`config.mk`:
```
export PLATFORM = sky130hd
export DESIGN_NAME = divseq
export DESIGN_NICKNAME = d
export VERILOG_FILES = /design/src/rtl/divseq_pkg.sv /design/src/rtl/divseq_divstep.sv /design/src/rtl/divseq.sv
export SDC_FILE = /design/constraint.sdc
export NUM_CORES = 1
export LEC_CHECK = 0
export CAP_MARGIN = 20
export CELL_PAD_IN_SITES_DETAIL_PLACEMENT = 1
export CELL_PAD_IN_SITES_GLOBAL_PLACEMENT = 1
export CORE_MARGIN = 5
export CORE_UTILIZATION = 25
export DETAILED_ROUTE_END_ITERATION = 8
export GPL_TIMING_DRIVEN = 1
export MAX_ROUTING_LAYER = met4
export PLACE_DENSITY_LB_ADDON = 0.1
export SLEW_MARGIN = 20
export SYNTH_ARGS = -nofsm -noshare
export SYNTH_HDL_FRONTEND = slang
export SYNTH_SLANG_ARGS = --single-unit
export TNS_END_PERCENT = 30
```
`constraint.sdc`:
```
create_clock -name clock -period 4.55 [get_ports clock]
set_input_delay 1.365 -clock clock [delete_from_list [all_inputs] [get_ports clock]]
set_output_delay 1.365 -clock clock [all_outputs]
set_load 0.02 [all_outputs]
```
`src/rtl/divseq_pkg.sv`:
```
// Shared FPU package for the sequential divider: state encoding and counter sizing.
package divseq_pkg;

    typedef enum logic [1:0] {
        IDLE  = 2'd0,
        CHECK = 2'd1,
        ITER  = 2'd2,
        DONE  = 2'd3
    } divseq_state_t;

    localparam int default_width = 11;
    localparam int default_cnt_w = $clog2(default_width + 1);

    // Counter must hold 0..width so the divider can be resized without edits here.
    function automatic int iter_cnt_width(input int w);
        return $clog2(w + 1);
    endfunction

endpackage

```
`src/rtl/divseq_divstep.sv`:
```
// One radix-2 restoring step: shift in the next dividend bit, trial-subtract the divisor.
module divstep #(
    parameter int width = 11
) (
    input  logic [width:0]   pr,
    input  logic             bit_in,
    input  logic [width-1:0] divisor,
    output logic [width:0]   pr_next,
    output logic             q_bit
);

    logic [width+1:0] trial;
    logic [width+1:0] diff;

    // NOTE: every output gets a default first, so no path leaves one unassigned and no latch appears.
    always_comb begin
        pr_next = '0;
        q_bit   = 1'b0;
        trial   = {pr, bit_in};
        diff    = trial - {2'b00, divisor};
        if (trial >= {2'b00, divisor}) begin
            pr_next = diff[width:0];
            q_bit   = 1'b1;
        end else begin
            pr_next = trial[width:0];
        end
    end

endmodule

```
`src/rtl/divseq.sv`:
```
// Sequential radix-2 restoring divider (2*width / width), one quotient bit per clock.
// Optional DIVSEQ_STICKY_EN registers a nonzero-remainder flag on sticky.
module divseq
    import divseq_pkg::*;
#(
    parameter int width = 11
) (
    input  logic               clock,
    input  logic               reset_n,
    input  logic               start,
    input  logic [2*width-1:0] dividend,
    input  logic [width-1:0]   divisor,
    output logic               busy,
    output logic               done,
    output logic [width-1:0]   quotient,
    output logic [width-1:0]   remainder,
    output logic               dz,
    output logic               ovf,
    output logic               sticky
);

    localparam int cw = iter_cnt_width(width);

    divseq_state_t    state;
    logic [cw-1:0]    cnt;
    logic [width:0]   pr;
    logic [width-1:0] hi;
    logic [width-1:0] lo;
    logic [width-1:0] dvs;
    logic [width-1:0] qw;
    logic [width:0]   pr_next;
    logic             q_bit;
    logic             accept;
    logic             last;

    assign accept = start && (state == IDLE || state == DONE);
    assign last   = (state == ITER) && (cnt == cw'(width - 1));

    divstep #(.width(width)) u_step (
        .pr      (pr),
        .bit_in  (lo[width-1]),
        .divisor (dvs),
        .pr_next (pr_next),
        .q_bit   (q_bit)
    );

    // NOTE: sequential state uses non-blocking assignments so every register sees pre-edge values.
    always_ff @(posedge clock or negedge reset_n) begin
        if (!reset_n) begin
            state     <= IDLE;
            cnt       <= '0;
            pr        <= '0;
            hi        <= '0;
            lo        <= '0;
            dvs       <= '0;
            qw        <= '0;
            busy      <= 1'b0;
            done      <= 1'b0;
            quotient  <= '0;
            remainder <= '0;
            dz        <= 1'b0;
            ovf       <= 1'b0;
        end else begin
            done <= 1'b0;
            case (state)
                IDLE, DONE: begin
                    if (start) begin
                        hi    <= dividend[2*width-1:width];
                        lo    <= dividend[width-1:0];
                        dvs   <= divisor;
                        dz    <= 1'b0;
                        ovf   <= 1'b0;
                        busy  <= 1'b1;
                        state <= CHECK;
                    end else begin
                        state <= IDLE;
                    end
                end
                CHECK: begin
                    if (dvs == '0 || hi >= dvs) begin
                        // Divide-by-zero wins; overflow only reported for a nonzero divisor.
                        dz        <= (dvs == '0);
                        ovf       <= (dvs != '0);
                        quotient  <= '1;
                        remainder <= '0;
                        busy      <= 1'b0;
                        done      <= 1'b1;
                        state     <= DONE;
                    end else begin
                        pr    <= {1'b0, hi};
                        cnt   <= '0;
                        qw    <= '0;
                        state <= ITER;
                    end
                end
                ITER: begin
                    pr  <= pr_next;
                    lo  <= {lo[width-2:0], 1'b0};
                    qw  <= {qw[width-2:0], q_bit};
                    cnt <= cnt + 1'b1;
                    if (last) begin
                        quotient  <= {qw[width-2:0], q_bit};
                        remainder <= pr_next[width-1:0];
                        busy      <= 1'b0;
                        done      <= 1'b1;
                        state     <= DONE;
                    end
                end
                default: state <= IDLE;
            endcase
        end
    end

`ifdef DIVSEQ_STICKY_EN
    // Exception paths never set it; an accepted start clears it.
    always_ff @(posedge clock or negedge reset_n) begin
        if (!reset_n) begin
            sticky <= 1'b0;
        end else if (accept) begin
            sticky <= 1'b0;
        end else if (last) begin
            sticky <= |pr_next[width-1:0];
        end
    end
`else
    logic unused_accept;
    assign unused_accept = accept;
    assign sticky        = 1'b0;
`endif

endmodule

```
==> impl_summary.md, run 1 <==
Routing
Detailed routing placed a total of 499 um of wire on met3. In this run the remaining antenna-violating nets after routing total 0. The total via count after detailed routing is 4,546. The length of routed wiring on met1 is 9010 um. The ratio of routed vias to standard cells is 5.07. For this run, the detailed router's first-pass iteration total came to 5. The post-detailed-route wirelength per cell is 19.1 um. The highest layer used for signal routing is met4. In the routed design, unresolved DRC markers number 0. Summed over all layers, the routed wires come to 17,100 um.

The starting DRC count in detailed routing is 218. The total met2 wirelength after detailed routing is 7400 um.

Timing
The count of final hold-check violations is 0. Hold is met by 0.480 ns. The final critical-path required period is 3.37 ns.

The total count of max-transition violations in the final report is 0. Setup repair after global routing left no endpoint under its margin. The final clock period utilization by the worst path is 74.1%. Timing would allow up to 297 MHz.

The clock skew is 0.0102 ns. Adding up every negative setup slack in the final design gives 0 ns. The number of endpoints failing setup at the final stage is 0. The transition time of the tightest slew-check pin is 0.912 ns. The headroom to the max-slew limit is 39.0%.

Final layout
The library cells used most frequently in the layout, excluding fill and tap cells, are sky130_fd_sc_hd__dfrtp_1 (87), sky130_fd_sc_hd__nor2_1 (60), sky130_fd_sc_hd__clkdlybuf4s50_1 (60). The summed area of non-filler cells in the final layout is 6470 sq um. The total number of nets in the final design is 679.

Compared with the post-synthesis result, the final layout area differs by 22.1%. The commonest non-fill, non-tap cell in the layout is sky130_fd_sc_hd__dfrtp_1. The total inserted antenna cells is 0. Cells with a size suffix above 1 make up 10.5% of the layout.

Min path
The destination of the worst hold path is remainder[0]. The path class of the tightest hold or removal check is reg2reg. The number of cells traversed by the worst hold path is 2.

The startpoint identified for the worst hold timing path is remainder[0].

Logic synthesis
The synthesized netlist cell count is 570. The summed instance area of the synthesized netlist is 5300 sq um. The number of nets in the synthesized netlist is 633. During synthesis, Yosys emitted a total of 0 warnings. The number of enable flip-flop cells after synthesis is 0.

The proportion of synthesized chip area in sequential cells is 41.1%. The async set-or-reset flop fraction in the synthesized netlist is 100%. Ranked by total cell area, the synthesized netlist is headed by sky130_fd_sc_hd__dfrtp_1 (41%), sky130_fd_sc_hd__ha_1 (6.1%), sky130_fd_sc_hd__mux2_2 (5.7%). The mean instance size in the synthesized netlist is 9.29 sq um. The biggest area consumer among synthesized cells is sky130_fd_sc_hd__dfrtp_1. The distinct cell type count after synthesis is 61.

The register bit total from synthesis is 87. The most used flip-flop cell after synthesis is sky130_fd_sc_hd__dfrtp_1. The synthesized design devotes to its leading area cell type 41.1% of total area.

Global routing
The aggregate global-route resource usage is 15.0%. The global-route congestion overflow total is 0. The wire length of the first global-routing pass is 27,600 um. The via count of the first global-routing pass is 4,802. Entering global routing, the biggest net connects 64 pins. The number of antenna violations at the first check in global routing is 0.

Worst setup path
The worst setup path is launched from a flip-flop. The register-to-register setup slack is 1.18 ns. The worst register-to-register path begins at dvs[8]. The data required time of the worst path is 4.77 ns. The maximum fanout along the worst path is 18. The number of cells on the worst reg-to-reg path is 8. The worst setup path is captured at a flip-flop.

The worst register-to-register path ends at remainder[5]. The class of the most critical setup path is reg2reg. The data arrival time of the critical path is 3.59 ns.

CTS
In this run, post-CTS repair resized a total of 0 instances. The root buffer cell chosen for the clock tree is sky130_fd_sc_hd__clkbuf_16. The latest clock arrival within the worst-skew pair is 0.34 ns. The maximum root-to-sink buffer count is 2. The number of hold buffers added after CTS is 0. The count of clock tree sinks is 87. Buffers inserted during clock tree synthesis total 9. The clock tree synthesis step divided the H-tree into 3 levels. Buffers added to address setup during post-CTS repair amount to 0. After clock tree synthesis, the clock-pin slew on the worst setup and hold paths is 0.06 ns. The TritonCTS clock tree is built.

Floorplanning
The total area inside the core boundary comes to 21,000 sq um. During I/O placement, the number of pins put on the boundary was 63. For this configuration, the core starts out at a cell density of 25.3%.

The floorplan step set the die height to 156 um. The floorplan step defined a die boundary enclosing 24,200 sq um. The die is 156 um wide. The cell row count is 53.

Placed design
The congestion estimate from routability-driven global placement came to 0.856. During placement, the flow inserted port buffers numbering 61. The standard cell area after detailed placement is 6160 sq um. Detailed placement ended at an HPWL of 12,200 um.

Run
Across the run, the number of max-cap violations was 0.

Outcome
The run finished with clean final reports.
[area by class of cell]
cell class / count / area (sq um)
tap: 275 / 344
multi-input combinational: 421 / 2850
timing repair buffer: 72 / 691
clock inverter: 3 / 40.0
fill: 2455 / 14500
inverter: 25 / 93.8
clock buffer: 13 / 270
sequential: 87 / 2180
[state kept, by name (all words and copies together), names as in the netlist, 2 cells and up]
register	cells
cnt	4
pr	12
remainder	11
quotient	11
qw	10
dvs	11
hi	11
state	2
lo	11
[cell usage after synthesis, types with 4 or more instances]
master / n
sky130_fd_sc_hd__o211ai_1: 5
sky130_fd_sc_hd__o21ai_0: 32
sky130_fd_sc_hd__xnor2_1: 4
sky130_fd_sc_hd__nand2_1: 46
sky130_fd_sc_hd__a31oi_1: 4
sky130_fd_sc_hd__and3_1: 5
sky130_fd_sc_hd__a221o_1: 11
sky130_fd_sc_hd__nor3_1: 12
sky130_fd_sc_hd__o211a_1: 5
sky130_fd_sc_hd__a211o_1: 4
sky130_fd_sc_hd__ha_1: 26
sky130_fd_sc_hd__o21a_1: 4
sky130_fd_sc_hd__buf_2: 10
sky130_fd_sc_hd__a21oi_1: 47
sky130_fd_sc_hd__a211oi_1: 4
sky130_fd_sc_hd__mux2_2: 27
sky130_fd_sc_hd__mux2i_1: 27
sky130_fd_sc_hd__o22ai_1: 22
sky130_fd_sc_hd__nor2_1: 60
sky130_fd_sc_hd__clkbuf_1: 17
sky130_fd_sc_hd__a21o_1: 4
sky130_fd_sc_hd__buf_1: 5
sky130_fd_sc_hd__nand3_1: 14
sky130_fd_sc_hd__dfrtp_1: 87
sky130_fd_sc_hd__o31ai_1: 7
sky130_fd_sc_hd__inv_1: 25
[metal layers]
| layer | up-vias | global-route usage, % |
|---|---|---|
| met5 | - | - |
| met4 | 0 | 4.38 |
| met2 | 102 | 21.3 |
| met3 | 13 | 1.75 |
| met1 | 2260 | 22.3 |
| li1 | 2171 | - |
[metrics by stage]
| step | setup slack (ns) | std cells | utilization, % |
|---|---|---|---|
| after floorplan | 2.14 | 570 | - |
| after global placement | 1.29 | 880 | 29.4 |
| after detailed placement | 1.13 | 880 | 29.4 |
| after CTS | 1.12 | 896 | 30.9 |
| after global routing | 0.923 | 896 | 30.9 |
| final | 1.18 | 896 | 30.9 |
[kinds of logic (layout without fill, tap and decap cells)]
family | after synthesis | in the layout | share of synthesized area [%]
compound gates | 175 | 175 | 22.0
xor+xnor | 7 | 7 | 1.16
fa+ha+maj | 27 | 27 | 6.52
buf+inv | 62 | 113 | 5.10
flops | 87 | 87 | 41.1
mux | 54 | 54 | 10.8
other cells | 1 | 1 | 0.0708
simple gates | 157 | 157 | 13.2
[how the worst max path moves through the flow]
stage	startpoint	endpoint	slack [ns]	cells after the start
6_report	dvs[8]	remainder[5]	1.18	8
3_3_place_gp	dvs[8]	remainder[5]	1.29	8
4_1_cts	dvs[8]	remainder[5]	1.12	8
5_1_grt	dvs[2]	remainder[5]	0.92	8
3_5_place_dp	dvs[8]	remainder[5]	1.13	8
2_1_floorplan	pr[5]	remainder[5]	2.14	8
[critical path, cell delays in order, from the launching register on]
cell and delay [ns]:
sky130_fd_sc_hd__dfrtp_1 0.37, sky130_fd_sc_hd__inv_1 0.08, sky130_fd_sc_hd__ha_1 0.30, sky130_fd_sc_hd__o21a_1 0.14, sky130_fd_sc_hd__o31ai_2 0.08, sky130_fd_sc_hd__or2_2 0.34, sky130_fd_sc_hd__o211ai_2 0.72, sky130_fd_sc_hd__nand3_1 0.72
sky130_fd_sc_hd__mux2_2 0.48
Power of run 1 is not shown: default switching activity piles up to over one toggle a cycle in this logic, so the estimate is an artifact.
==> run 2: changes to the inputs <==
==> constraint.sdc (replaced) <==
create_clock -name clock -period 2.9 [get_ports clock]
set_input_delay 0.87 -clock clock [delete_from_list [all_inputs] [get_ports clock]]
set_output_delay 0.87 -clock clock [all_outputs]
set_load 0.02 [all_outputs]
==> impl_summary.md, run 2 (same netlist as run 1, synthesis figures left out) <==
Floorplanning
The total I/O pin count came to 63 (unchanged). The core area is 21,000 sq um (unchanged). The height of the die is 156 um (unchanged). The cell row count is 53 (unchanged). The width of the die is 156 um (unchanged). The total die area came to 24,200 sq um (unchanged). The initial core utilization came to 25.3% (unchanged).

Timing
The total count of max-transition violations in the final report was 0 (unchanged). RSZ-0062 raised after global routing: no (unchanged). The final clock period utilization by the worst path was 95.0% (was 74.1%).

The clock skew came to 0.0103 ns (was 0.0102 ns). The highest attainable clock frequency is 363 MHz (was 297 MHz). The final total negative setup slack is 0 ns (unchanged). The headroom to the max-slew limit is 55.4% (was 39.0%). The number of endpoints failing setup at the final stage came to 0 (unchanged). The transition time of the tightest slew-check pin was 0.669 ns (was 0.912 ns).

The count of final hold-check violations is 0 (unchanged). The final critical-path required period is 2.75 ns (was 3.37 ns).

Final layout
The summed area of non-filler cells in the final layout is 6580 sq um (was 6470 sq um). The total inserted antenna cells came to 0 (unchanged). The commonest non-fill, non-tap cell in the layout is sky130_fd_sc_hd__dfrtp_1 (unchanged). The synthesis-to-finish area growth was 24.1% (was 22.1%). The total number of nets in the final design is 691 (was 679). The register ranked first by flip-flop count is pr (unchanged). The fraction of final layout cells sized beyond drive strength 1 is 12.6% (was 10.5%). The core utilization of the finished layout is 31.4% (was 30.9%).

Highest-count cells in the layout ignoring fill and taps: sky130_fd_sc_hd__dfrtp_1 (87), sky130_fd_sc_hd__nor2_1 (60), sky130_fd_sc_hd__clkdlybuf4s50_1 (60) (unchanged). The number of flip-flops in the largest register is 12 (unchanged).

Min path
The destination of the worst hold path is remainder[1] (was remainder[0]). The number of cells traversed by the worst hold path was 2 (unchanged). The launch point of the worst hold path is remainder[1] (was remainder[0]). The type of the most critical hold path was reg2reg (unchanged).

Worst setup path
The reg-to-reg critical path endpoint was remainder[5] (unchanged). The worst flop-to-flop path startpoint is dvs[6] (was dvs[8]). The type of destination of the critical path is a flip-flop (unchanged). The register-to-register setup slack is 0.15 ns (was 1.18 ns). The data required time of the worst path is 3.14 ns (was 4.77 ns).

The data arrival time of the critical path came to 3.00 ns (was 3.59 ns). The maximum fanout along the worst path came to 9 (was 18). The startpoint kind of the worst setup timing path is a flip-flop (unchanged). The class of the most critical setup path is reg2reg (unchanged). The cell count of the worst reg-to-reg path is 9 (was 8).

CTS
The TritonCTS clock tree was built (unchanged). The total CTS buffers came to 9 (unchanged). The deepest level of the CTS H-tree is 3 (unchanged). The clock edge transition at the registers on the reported setup and hold paths was 0.07 ns (was 0.06 ns).

The count of clock tree sinks is 87 (unchanged). The root buffer selected by CTS was sky130_fd_sc_hd__clkbuf_16 (unchanged). The maximum root-to-sink buffer count is 2 (unchanged).

The latest clock arrival within the worst-skew pair is 0.36 ns (was 0.34 ns). The post-CTS setup buffer count was 0 (unchanged).

Routing
The first-pass detailed-route iteration total is 4 (was 5). The number of antenna-violating nets in the routed design is 0 (unchanged). The length of routed wiring on met1 was 8800 um (was 9010 um).

The starting DRC count in detailed routing came to 198 (was 218). The total DRC errors in the routed layout was 0 (unchanged). The total met2 wirelength after detailed routing came to 7810 um (was 7400 um). The total via count after detailed routing is 4,554 (was 4,546). The total length of routed wires came to 17,400 um (was 17,100 um).

The ratio of routed vias to standard cells is 5.02 (was 5.07). The total length of routed met3 wires was 419 um (was 499 um). The highest layer used for signal routing is met4 (unchanged). The post-detailed-route wirelength per cell is 19.1 um (about the same).

Global routing
The wire length of the first global-routing pass is 28,100 um (was 27,600 um). The maximum number of pins on one net before global-route repair is 88 (was 64). The aggregate global-route resource usage was 15.2% (was 15.0%). The via count of the first global-routing pass is 4,887 (was 4,802). The global-route congestion overflow total is 0 (unchanged). The number of antenna violations at the first check in global routing is 0 (unchanged).

Outcome
Outcome: complete, no violations (unchanged).

Placed design
The HPWL after detailed placement is 12,700 um (was 12,200 um). The number of buffers added on ports came to 61 (unchanged). The final weighted congestion of routability-driven global placement is 0.831 (was 0.856). The standard cell area after detailed placement is 6260 sq um (was 6160 sq um).

Run
The count of maximum capacitance violations is 0 (unchanged).
-- run 2: cell count changes in the layout (fill, tap and decap cells not counted), sizes merged --
| cell | previous run | this run |
|---|---|---|
| clkinvlp | 0 | 2 |
| buf | 12 | 24 |
| inv | 25 | 26 |
| clkbuf | 13 | 10 |
-- run 2: area by class of cell --
| class | count | area (sq um) |
|---|---|---|
| well taps | 275 | 344 |
| inverters | 25 | 93.8 |
| multi-input cells | 421 | 2860 |
| flip-flops and latches | 87 | 2180 |
| repair buffers | 84 | 793 |
| clock inverters | 6 | 67.6 |
| clock buffers | 10 | 239 |
| fillers | 2438 | 14400 |
-- run 2: worst max-delay path: stages (launching register included) --
cell and delay (ns):
sky130_fd_sc_hd__dfrtp_1 0.39, sky130_fd_sc_hd__inv_1 0.13, sky130_fd_sc_hd__ha_1 0.27, sky130_fd_sc_hd__a2111o_1 0.47, sky130_fd_sc_hd__nor3b_2 0.28, sky130_fd_sc_hd__o211a_1 0.27
sky130_fd_sc_hd__buf_4 0.22, sky130_fd_sc_hd__mux2i_2 0.26, sky130_fd_sc_hd__nor2_1 0.09, sky130_fd_sc_hd__mux2_2 0.27
-- run 2: per-layer routing --
layer	global-route usage [%]	up-vias
li1	-	2203
met1	21.5	2247
met2	22.4	79
met3	2.47	25
met4	4.71	0
met5	-	-
-- run 2: worst max-delay path by stage --
stage / from / end / depth (start not counted)
global route: dvs[6] / pr[4] / 9
finish: dvs[6] / remainder[5] / 9
global placement: dvs[6] / pr[4] / 9
floorplan: pr[5] / remainder[5] / 8
detailed placement: dvs[6] / pr[4] / 9
CTS: dvs[6] / pr[4] / 9
-- run 2: what timing repair did --
action                                  in CTS  in global routing
endpoints found under the setup margin       0                  1
gates resized for setup                      0                  2
hold buffers                                 0                  0
-- run 2: stage by stage --
step                hold WS (ns)  setup slack, ns  std cells
floorplan                  0.450            0.493        570
CTS                        0.487            0.125        908
finish                     0.476            0.145        908
global placement           0.462            0.164        892
detailed placement         0.470            0.145        892
global route               0.514         0.000620        908
Power of run 2 is left out for the same reason.
